--- src/rtl/lfsr_gen_if.sv ---
// Packed-word output stream of lfsr_gen: the word and its valid/ready handshake.
interface lfsr_gen_if #(
  parameter int OUT_W = 8
);
  logic [OUT_W-1:0] out_data;
  logic             out_valid;
  logic             out_ready;

  modport master (output out_data, output out_valid, input out_ready);
  modport slave  (input out_data, input out_valid, output out_ready);
endinterface

--- src/rtl/lfsr_gen.sv ---
// Parametrised Fibonacci LFSR that packs its serial stream into OUT_W-bit words.
// Define LFSR_GEN_CHECK_EN to add a sequence checker that compares an input stream against a twin LFSR.
module lfsr_gen #(
  parameter int               WIDTH = 8,
  parameter logic [WIDTH-1:0] TAPS  = 8'hB8,
  parameter logic [WIDTH-1:0] SEED  = 8'h01,
  parameter int               OUT_W = 8
) (
  input  logic             clk,
  input  logic             reset,
  input  logic             en,
  input  logic             load,
  input  logic [WIDTH-1:0] seed_in,
  output logic             q,
  output logic [WIDTH-1:0] state,
  lfsr_gen_if.master       bus,
  output logic             wrap
`ifdef LFSR_GEN_CHECK_EN
  ,
  input  logic             chk_valid,
  input  logic             chk_bit,
  output logic [15:0]      chk_err_cnt,
  output logic             chk_err
`endif
);

  localparam int               CNT_W = (OUT_W > 1) ? $clog2(OUT_W) : 1;
  localparam logic [CNT_W-1:0] LAST  = CNT_W'(OUT_W - 1);

  logic [WIDTH-1:0] seed_reg;
  logic [WIDTH-1:0] state_nxt;
  logic [WIDTH-1:0] load_val;
  logic [OUT_W-1:0] shreg;
  logic [OUT_W-1:0] shreg_nxt;
  logic [OUT_W:0]   sh_ext;
  logic [CNT_W-1:0] cnt;
  logic             last_bit;
  logic             stall;
  logic             adv;

  assign q = state[WIDTH-1];

  // NOTE: every signal gets a value on every pass through always_comb, so no latch is inferred.
  always_comb begin
    state_nxt = {state[WIDTH-2:0], ^(state & TAPS)};
    load_val  = (seed_in == '0) ? SEED : seed_in;
    last_bit  = (cnt == LAST);
    stall     = bus.out_valid & ~bus.out_ready & last_bit;
    adv       = en & ~load & ~stall;
    // Wide concatenation keeps the shift legal even when OUT_W is 1.
    sh_ext    = {shreg, q};
    shreg_nxt = sh_ext[OUT_W-1:0];
  end

  // NOTE: sequential state uses non-blocking assignments so every register samples pre-edge values.
  always_ff @(posedge clk) begin
    if (reset) begin
      state         <= SEED;
      seed_reg      <= SEED;
      shreg         <= '0;
      cnt           <= '0;
      bus.out_data  <= '0;
      bus.out_valid <= 1'b0;
      wrap          <= 1'b0;
    end else if (load) begin
      state         <= load_val;
      seed_reg      <= load_val;
      shreg         <= '0;
      cnt           <= '0;
      bus.out_valid <= 1'b0;
      wrap          <= 1'b0;
    end else begin
      wrap <= adv && (state_nxt == seed_reg);
      if (bus.out_valid && bus.out_ready)
        bus.out_valid <= 1'b0;
      if (adv) begin
        state <= state_nxt;
        shreg <= shreg_nxt;
        // A word completing in a transfer cycle overrides the clear above.
        if (last_bit) begin
          bus.out_data  <= shreg_nxt;
          bus.out_valid <= 1'b1;
          cnt           <= '0;
        end else begin
          cnt <= cnt + CNT_W'(1);
        end
      end
    end
  end

`ifdef LFSR_GEN_CHECK_EN
  logic [WIDTH-1:0] chk_state;
  logic             chk_miss;

  assign chk_miss = chk_valid & (chk_bit != chk_state[WIDTH-1]);

  always_ff @(posedge clk) begin
    if (reset) begin
      chk_state   <= SEED;
      chk_err_cnt <= '0;
      chk_err     <= 1'b0;
    end else if (load) begin
      chk_state   <= load_val;
      chk_err_cnt <= '0;
      chk_err     <= 1'b0;
    end else begin
      chk_err <= chk_miss;
      if (chk_valid)
        chk_state <= {chk_state[WIDTH-2:0], ^(chk_state & TAPS)};
      if (chk_miss && chk_err_cnt != 16'hFFFF)
        chk_err_cnt <= chk_err_cnt + 16'd1;
    end
  end
`endif

endmodule

--- src/flat_wrapper.sv ---
// flat-port wrapper written by rule: the top's interface ports become plain ports
module lfsr_gen_flat 
#(
  parameter int               WIDTH = 8,
  parameter logic [WIDTH-1:0] TAPS  = 8'hB8,
  parameter logic [WIDTH-1:0] SEED  = 8'h01,
  parameter int               OUT_W = 8
)
  (clk, reset, en, load, seed_in, q, state, wrap, bus_out_data, bus_out_valid, bus_out_ready);
  lfsr_gen_if #(.OUT_W(OUT_W)) bus_i ();
  input  logic clk;
  input  logic reset;
  input  logic en;
  input  logic load;
  input  logic [WIDTH-1:0] seed_in;
  output logic q;
  output logic [WIDTH-1:0] state;
  output logic wrap;
  output wire logic [$bits(bus_i.out_data)-1:0] bus_out_data;
  output wire logic [$bits(bus_i.out_valid)-1:0] bus_out_valid;
  input wire logic [$bits(bus_i.out_ready)-1:0] bus_out_ready;
  assign bus_out_data = bus_i.out_data;
  assign bus_out_valid = bus_i.out_valid;
  assign bus_i.out_ready = bus_out_ready;
  lfsr_gen #(.WIDTH(WIDTH), .TAPS(TAPS), .SEED(SEED), .OUT_W(OUT_W)) u_core (.clk(clk), .reset(reset), .en(en), .load(load), .seed_in(seed_in), .q(q), .state(state), .bus(bus_i), .wrap(wrap));
endmodule
--- config.mk ---
export PLATFORM = sky130hd
export DESIGN_NAME = lfsr_gen_flat
export DESIGN_NICKNAME = d
export VERILOG_FILES = /design/src/rtl/lfsr_gen_if.sv /design/src/rtl/lfsr_gen.sv /design/src/flat_wrapper.sv
export SDC_FILE = /design/constraint.sdc
export NUM_CORES = 1
export LEC_CHECK = 0
export BUFFER_PORTS_ARGS = -buffer_cell sky130_fd_sc_hd__buf_2
export CORE_ASPECT_RATIO = 1.1
export CORE_MARGIN = 3
export CORE_UTILIZATION = 48
export DETAILED_ROUTE_END_ITERATION = 7
export PLACE_DENSITY_LB_ADDON = 0.12
export SETUP_SLACK_MARGIN = 0.15
export SYNTH_ARGS = -nofsm -noshare
export SYNTH_HDL_FRONTEND = slang
export SYNTH_SLANG_ARGS = --single-unit
--- constraint.sdc ---
create_clock -name clk -period 1.56 [get_ports clk]
set_clock_uncertainty 0.15 [all_clocks]
set_input_delay 0.156 -clock clk [delete_from_list [all_inputs] [get_ports clk]]
set_output_delay 0.156 -clock clk [all_outputs]
set_load 0.02 [all_outputs]
==> summary.md, run 1 <==
| Metric | Value |
|---|---|
| Via count | 1531 |
| Number of global-route vias before repair | 1433 |
| Pin count of the biggest net entering global routing | 19 |
| Endpoints failing hold | 0 |
| Smallest setup slack after layout | 0.0206 ns |
| Power per cell area | 838 nW/um^2 |
| Initial DRC Count | 97 |
| Total CTS buffers | 5 |
| CTS tree | yes |
| Post-Synthesis Net Count | 192 |
| Post-detailed-route via-to-cell ratio | 5.93 |
| Most common cell after layout, fill and taps aside | dfxtp_1 |
| Crit path max fanout | 5 |
| Switch share | 26.9% |
| Register area share after synthesis | 44.0% |
| Element type at the critical path end | flop |
| Power share of the sequential group | 55.5% |
| Hold path startpoint | reset |
| Gate Count Post-Synth | 177 |
| Grt met2 use | 38.2% |
| Global routing usage on met1 | 24.0% |
| Result of the run | finished clean |
| Commonest cells after routing, fill and taps aside | dfxtp_1, buf_2, a21oi_1, nand3_1, buf_4 |
| Fillcell total | 281 |
| Total track usage | 22.0% |
| Critical path startpoint category | flop |
| Critical path arrival | 1.60 ns |
| Worst rel slew slack | 73.5% |
| Largest cells by area after synthesis | dfxtp_1, a21oi_1, o21ai_0 |
| Path category of the worst min-delay check | input pin to flop |
| Global-route wire length before repair | 6640 um |
| Combinational cell fraction of total power | 14.3% |
| Clk_lat worst skew | 0.34 ns |
| Number of enable flip-flop cells after synthesis | 0 |
| Routing usage on met3 | 5.74% |
| Sink count of the clock tree | 36 |
| Cell-internal power | 1.29 mW |
| Detailed Routing Iterations Pass 1 | 4 |
| Setup repair after global routing missed its margin | yes |
| Average cell area after synthesis | 9.25 um^2 |
| Antenna Diode Count | 0 |
| Synthesis-stage register bit count | 36 |
| Crit. Startpoint | u_core.cnt[0]$_SDFFE_PP0P_ |
| Switching power | 0.474 mW |
| Global placement routability congestion | 0.805 |
| Final cycle utilization of the critical path | 98.7% |
| Fraction of synthesized cell area taken by the top area cell type | 44.0% |
| Number of cell rows | 21 |
| Buffers from clock root to sink, at most | 2 |
| Top FF cell, synth | dfxtp_1 |
| DRC violation count after routing | 0 |
| Worst-path clk slew | 0.11 ns |
| Global routing's busiest layer | met2 |
| Number of buffer cells added on primary ports | 31 |
| Clock period minus worst slack | 1.54 ns |
| Static power due to leakage | 0.831 nW |
| CP Data Required Time | 1.62 ns |
| Endpoints failing setup | 0 |
| Cell type with the largest total area after synthesis | dfxtp_1 |
| Core area | 3150 um^2 |
| Worst Hold Slack | 0.0453 ns |
| Die Y-Extent | 67.2 um |
| Clock Power Share | 30.2% |
| Synthesis-to-layout area growth | 28.7% |
| Master cell of the clock root buffer | clkbuf_4 |
| Placement Setup Slack | -0.124 ns |
| Fmax | 650 MHz |
| Fraction of synthesis flops using an asynchronous set or reset pin | 0% |
| Post-DR wirelength/cell | 16.5 um |
| Gr ovfl total | 0 |
| Peak supply drop | 0.869 mV |
| Synth warnings | 0 |
| CTS H-Tree Depth | 2 |
| Floorplan die width | 61.7 um |
| Post-synthesis instance area | 1640 um^2 |
| Antenna violations before repair | 0 |
| Unique masters post-synth | 33 |
| Worst slew pin tran | 0.395 ns |
| DIE AREA | 4150 um^2 |
| Number of max-cap violations | 0 |
| Worst Setup Path Type | flop to flop |
| Final nets | 238 |
| Final-report max-slew violation count | 0 |
| Initial Utilization | 51.9% |
| Post-DRT Antenna Nets | 0 |
| Layout cell share with drive strength beyond 1 | 32.6% |
| Number of I/O pins | 32 |
| Worst r2r src | u_core.cnt[0]$_SDFFE_PP0P_ |
| Half-perimeter wire length of the detailed placement result | 2880 um |
| Final wirelength | 4250 um |
-- cell type report --
class                   count  area (um^2)  share of cell area [%]
multi-input cells         124          907                    43.1
flip-flops and latches     36          726                    34.4
repair buffers             54          362                    17.2
clock buffers               7         55.1                    2.61
well taps                  34         42.5                    2.02
clock inverters             1         7.51                   0.356
inverters                   2         7.51                   0.356
-- power by group through the flow --
stage / clock [mW] / combinational, mW / sequential (mW)
floorplan: 0 / 0.141 / 1.01
CTS: 0.547 / 0.245 / 0.978
finish: 0.533 / 0.253 / 0.979
global placement: 0 / 0.222 / 0.998
detailed placement: 0 / 0.227 / 0.999
global route: 0.603 / 0.272 / 0.985
-- worst paths after layout --
check                                                           end  slack [ns]  cells after the start
worst max-delay path            u_core.bus.out_data[3]$_SDFFE_PP0P_        0.02                      7
worst min-delay path            u_core.bus.out_data[0]$_SDFFE_PP0P_        0.05                      2
worst max register to register  u_core.bus.out_data[3]$_SDFFE_PP0P_        0.02                      7
worst min register to register         u_core.shreg[1]$_SDFFE_PP0P_        0.33                      2
-- cells by family (layout without fill, tap and decap cells) --
kind of cell / count (synthesis) / after routing / synth area share [%]
flops: 36 / 36 / 44.0
mux: 7 / 7 / 4.28
compound gates: 62 / 62 / 22.4
xor+xnor: 11 / 11 / 7.19
simple gates: 42 / 42 / 14.9
buf+inv: 17 / 64 / 5.66
fa+ha+maj: 2 / 2 / 1.53
-- cell usage after synthesis, types with 4 or more instances --
cell / number
dfxtp_1: 36
a21oi_1: 26
o21ai_0: 18
nand3_1: 17
xnor2_1: 9
nor2_1: 8
o211ai_1: 8
a32oi_1: 7
mux2i_1: 7
buf_2: 5
clkbuf_1: 5
buf_4: 4
-- worst max-delay path: stages (launching register included) --
cell	delay, ns
dfxtp_2	0.36
ha_4	0.14
ha_4	0.16
buf_6	0.10
nand3b_1	0.10
buf_4	0.17
o21ai_1	0.17
a21oi_2	0.07
-- stage by stage --
stage          cells  TNS [ns]  utilization, %  cell area (um^2)  total power [mW]
2_1_floorplan    177   -0.0320               -              1680              1.15
3_3_place_gp     237    -0.988            58.8              1850              1.22
3_5_place_dp     237     -1.87            58.8              1850              1.23
4_1_cts          254         0            64.0              2020              1.77
5_1_grt          258   -0.0836            66.8              2110              1.86
6_report         258         0            66.8              2110              1.77
-- repair_timing --
| action | in CTS | in global routing |
|---|---|---|
| setup buffers | 0 | 4 |
| pin swaps | 2 | 3 |
| hold endpoints to repair | 16 | 0 |
| hold buffers | 9 | 0 |
| endpoints found under the setup margin | 27 | 27 |
| gates resized for setup | 9 | 14 |
-- per-layer routing --
metal  wire length, um  part of all wire (%)
met2              2250                    53
met1              1670                    39
met5                 0                     0
met3               229                   5.4
met4                98                   2.3
Note: power is estimated with default switching activity, not from simulation.
==> inputs of run 2 (changes only) <==
- clock period: 1.56 -> 1.3 ns (I/O delays scaled with it)
==> summary.md, run 2 (synthesized netlist as in run 1, its figures left out) <==
| Metric | Value |
|---|---|
| Post-detailed-route via-to-cell ratio | 5.90 (was 5.93) |
| Final nets | 266 (was 238) |
| Global-route wire length before repair | 7800 um (was 6640 um) |
| Worst Hold Slack | -0.0762 ns (was 0.0453 ns) |
| Clk_lat worst skew | 0.35 ns (was 0.34 ns) |
| Worst r2r src | u_core.cnt[1]$_SDFFE_PP0P_ (was u_core.cnt[0]$_SDFFE_PP0P_) |
| Critical path startpoint category | flop (unchanged) |
| Final-report max-slew violation count | 0 (unchanged) |
| Via count | 1686 (was 1531) |
| CP max-delay cell | dfxtp_2 (unchanged) |
| Switch share | 28.5% (was 26.9%) |
| Number of buffer cells added on primary ports | 31 (unchanged) |
| Smallest setup slack after layout | -0.273 ns (was 0.0206 ns) |
| Core area | 3150 um^2 (unchanged) |
| Master cell of the clock root buffer | clkbuf_4 (unchanged) |
| CTS H-Tree Depth | 2 (unchanged) |
| Gr ovfl total | 0 (unchanged) |
| DIE AREA | 4150 um^2 (unchanged) |
| Final cycle utilization of the critical path | 121% (was 98.7%) |
| Static power due to leakage | 1.03 nW (was 0.831 nW) |
| Post-DR wirelength/cell | 17.6 um (was 16.5 um) |
| Floorplan die width | 61.7 um (unchanged) |
| Antenna Diode Count | 0 (unchanged) |
| Worst-path cell chain | ha_4 -> ha_4 -> buf_6 -> nand3b_4 -> buf_6 -> a32oi_1 -> a21oi_1 (was ha_4 -> ha_4 -> buf_6 -> nand3b_1 -> buf_4 -> o21ai_1 -> a21oi_2) |
| Clock period minus worst slack | 1.57 ns (was 1.54 ns) |
| Worst slew pin tran | 0.487 ns (was 0.395 ns) |
| Half-perimeter wire length of the detailed placement result | 2890 um (was 2880 um) |
| Power per cell area | 844 nW/um^2 (was 838 nW/um^2) |
| Power share of the sequential group | 54.0% (was 55.5%) |
| Buffers from clock root to sink, at most | 2 (unchanged) |
| Number of cell rows | 21 (unchanged) |
| Layout cell share with drive strength beyond 1 | 54.0% (was 32.6%) |
| Cell-internal power | 1.55 mW (was 1.29 mW) |
| DRC violation count after routing | 0 (unchanged) |
| Number of non-filler instances in the completed layout | 286 (was 258) |
| Number of global-route vias before repair | 1647 (was 1433) |
| Initial Utilization | 51.9% (unchanged) |
| CTS tree | yes (unchanged) |
| Worst Setup Path Type | flop to flop (unchanged) |
| Placement Setup Slack | -0.357 ns (was -0.124 ns) |
| Sink count of the clock tree | 36 (unchanged) |
| # hold bufs at CTS | 8 (was 9) |
| Power Total | 2.17 mW (was 1.77 mW) |
| Peak supply drop | 0.877 mV (was 0.869 mV) |
| Pin count of the biggest net entering global routing | 15 (was 19) |
| Combinational cell fraction of total power | 18.3% (was 14.3%) |
| CP Data Required Time | 1.39 ns (was 1.62 ns) |
| Commonest cells after routing, fill and taps aside | buf_4, buf_6, a21oi_1, dfxtp_1 (was dfxtp_1, buf_2, a21oi_1, nand3_1, buf_4) |
| Hold path startpoint | seed_in[0] (was reset) |
| Worst rel slew slack | 67.5% (was 73.5%) |
| Fmax | 636 MHz (was 650 MHz) |
| Initial DRC Count | 75 (was 97) |
| Violated checks | hold timing, setup timing |
| Element type at the critical path end | flop (unchanged) |
| Share of the core filled with cells | 81.5% (was 66.8%) |
| Clock Power Share | 27.7% (was 30.2%) |
| Post-layout instance area | 2570 um^2 (was 2110 um^2) |
| Crit path max fanout | 6 (was 5) |
| Endpoints failing hold | 2 (was 0) |
| Total track usage | 25.6% (was 22.0%) |
| Most common cell after layout, fill and taps aside | buf_4 (was dfxtp_1) |
| Result of the run | finished with violations (was finished clean) |
| Global placement routability congestion | 0.834 (was 0.805) |
| Final wirelength | 5030 um (was 4250 um) |
| Worst-path clk slew | 0.12 ns (was 0.11 ns) |
| Setup repair after global routing missed its margin | yes (unchanged) |
| Switching power | 0.619 mW (was 0.474 mW) |
| Critical path arrival | 1.67 ns (was 1.60 ns) |
| Placed cells | 248 (was 237) |
| Total CTS buffers | 5 (unchanged) |
| Endpoints failing setup | 27 (was 0) |
| Antenna violations before repair | 0 (unchanged) |
| Worst stage delay on the critical path | 0.36 ns (about the same) |
| Number of I/O pins | 32 (unchanged) |
| Die Y-Extent | 67.2 um (unchanged) |
| Path category of the worst min-delay check | input pin to flop (unchanged) |
| Crit. Startpoint | u_core.cnt[1]$_SDFFE_PP0P_ (was u_core.cnt[0]$_SDFFE_PP0P_) |
| Post-place instance area | 1990 um^2 (was 1850 um^2) |
| Detailed Routing Iterations Pass 1 | 4 (unchanged) |
| Post-DRT Antenna Nets | 0 (unchanged) |
| Setup tns final | -5.30 ns (was 0 ns) |
| Synthesis-to-layout area growth | 57.0% (was 28.7%) |
| Number of max-cap violations | 0 (unchanged) |
-- run 2: cell count changes in the layout (fill, tap and decap cells not counted), moves of 4 or more --
cell	before	now
dfxtp_1	32	17
dfxtp_4	0	5
buf_2	31	14
dfxtp_2	4	14
nand3_1	15	9
o21ai_2	0	10
o21ai_0	10	0
and3b_2	1	5
buf_6	3	25
buf_4	11	31
nand3_2	2	8
-- run 2: power by group through the flow --
stage          sequential [mW]  combinational, mW  clock [mW]
2_1_floorplan             1.21              0.170           0
3_3_place_gp              1.19              0.295           0
3_5_place_dp              1.20              0.302           0
4_1_cts                   1.17              0.373       0.607
5_1_grt                   1.18              0.423       0.666
6_report                  1.17              0.398       0.600
-- run 2: worst paths after layout --
check                                         to  slack, ns  depth (start not counted)
max                 u_core.state[2]$_SDFFE_PP0P_      -0.27                          7
min              u_core.seed_reg[0]$_SDFFE_PP1P_      -0.08                          3
max reg2reg         u_core.state[2]$_SDFFE_PP0P_      -0.27                          7
min reg2reg  u_core.bus.out_data[2]$_SDFFE_PP0P_       0.32                          2
-- run 2: final cells by class --
cell class,count,area [um^2]
fill,187,583
multi-input combinational,127,1020
tap,34,42.5
clock buffer,5,37.5
sequential,36,757
timing repair buffer,79,684
inverter,2,7.51
clock inverter,3,18.8
-- run 2: repair_timing --
| item | 4_1_cts | 5_1_grt |
|---|---|---|
| buffers inserted | 11 | 8 |
| cloned | 2 | 1 |
| resized for setup | 60 | 46 |
| pin swaps | 15 | 15 |
| endpoints found under the setup margin | 37 | 45 |
| endpoints found under the hold margin | 24 | 2 |
-- run 2: critical path: cells and delay by family, from the launching register on --
kind / cells / cell delay (ns)
AOI/OAI and AO/OA: 2 / 0.30
adders and majority gates: 2 / 0.29
buffers and inverters: 2 / 0.26
DFF: 1 / 0.36
and+or+nand+nor: 1 / 0.11
-- run 2: layer usage --
layer	global-route usage (%)	part of all wire, %	up-vias
met1	28.3	39	792
met4	11.4	4.0	0
met5	0	0	-
li1	-	-	811
met3	7.27	4.7	20
met2	44.4	52	63
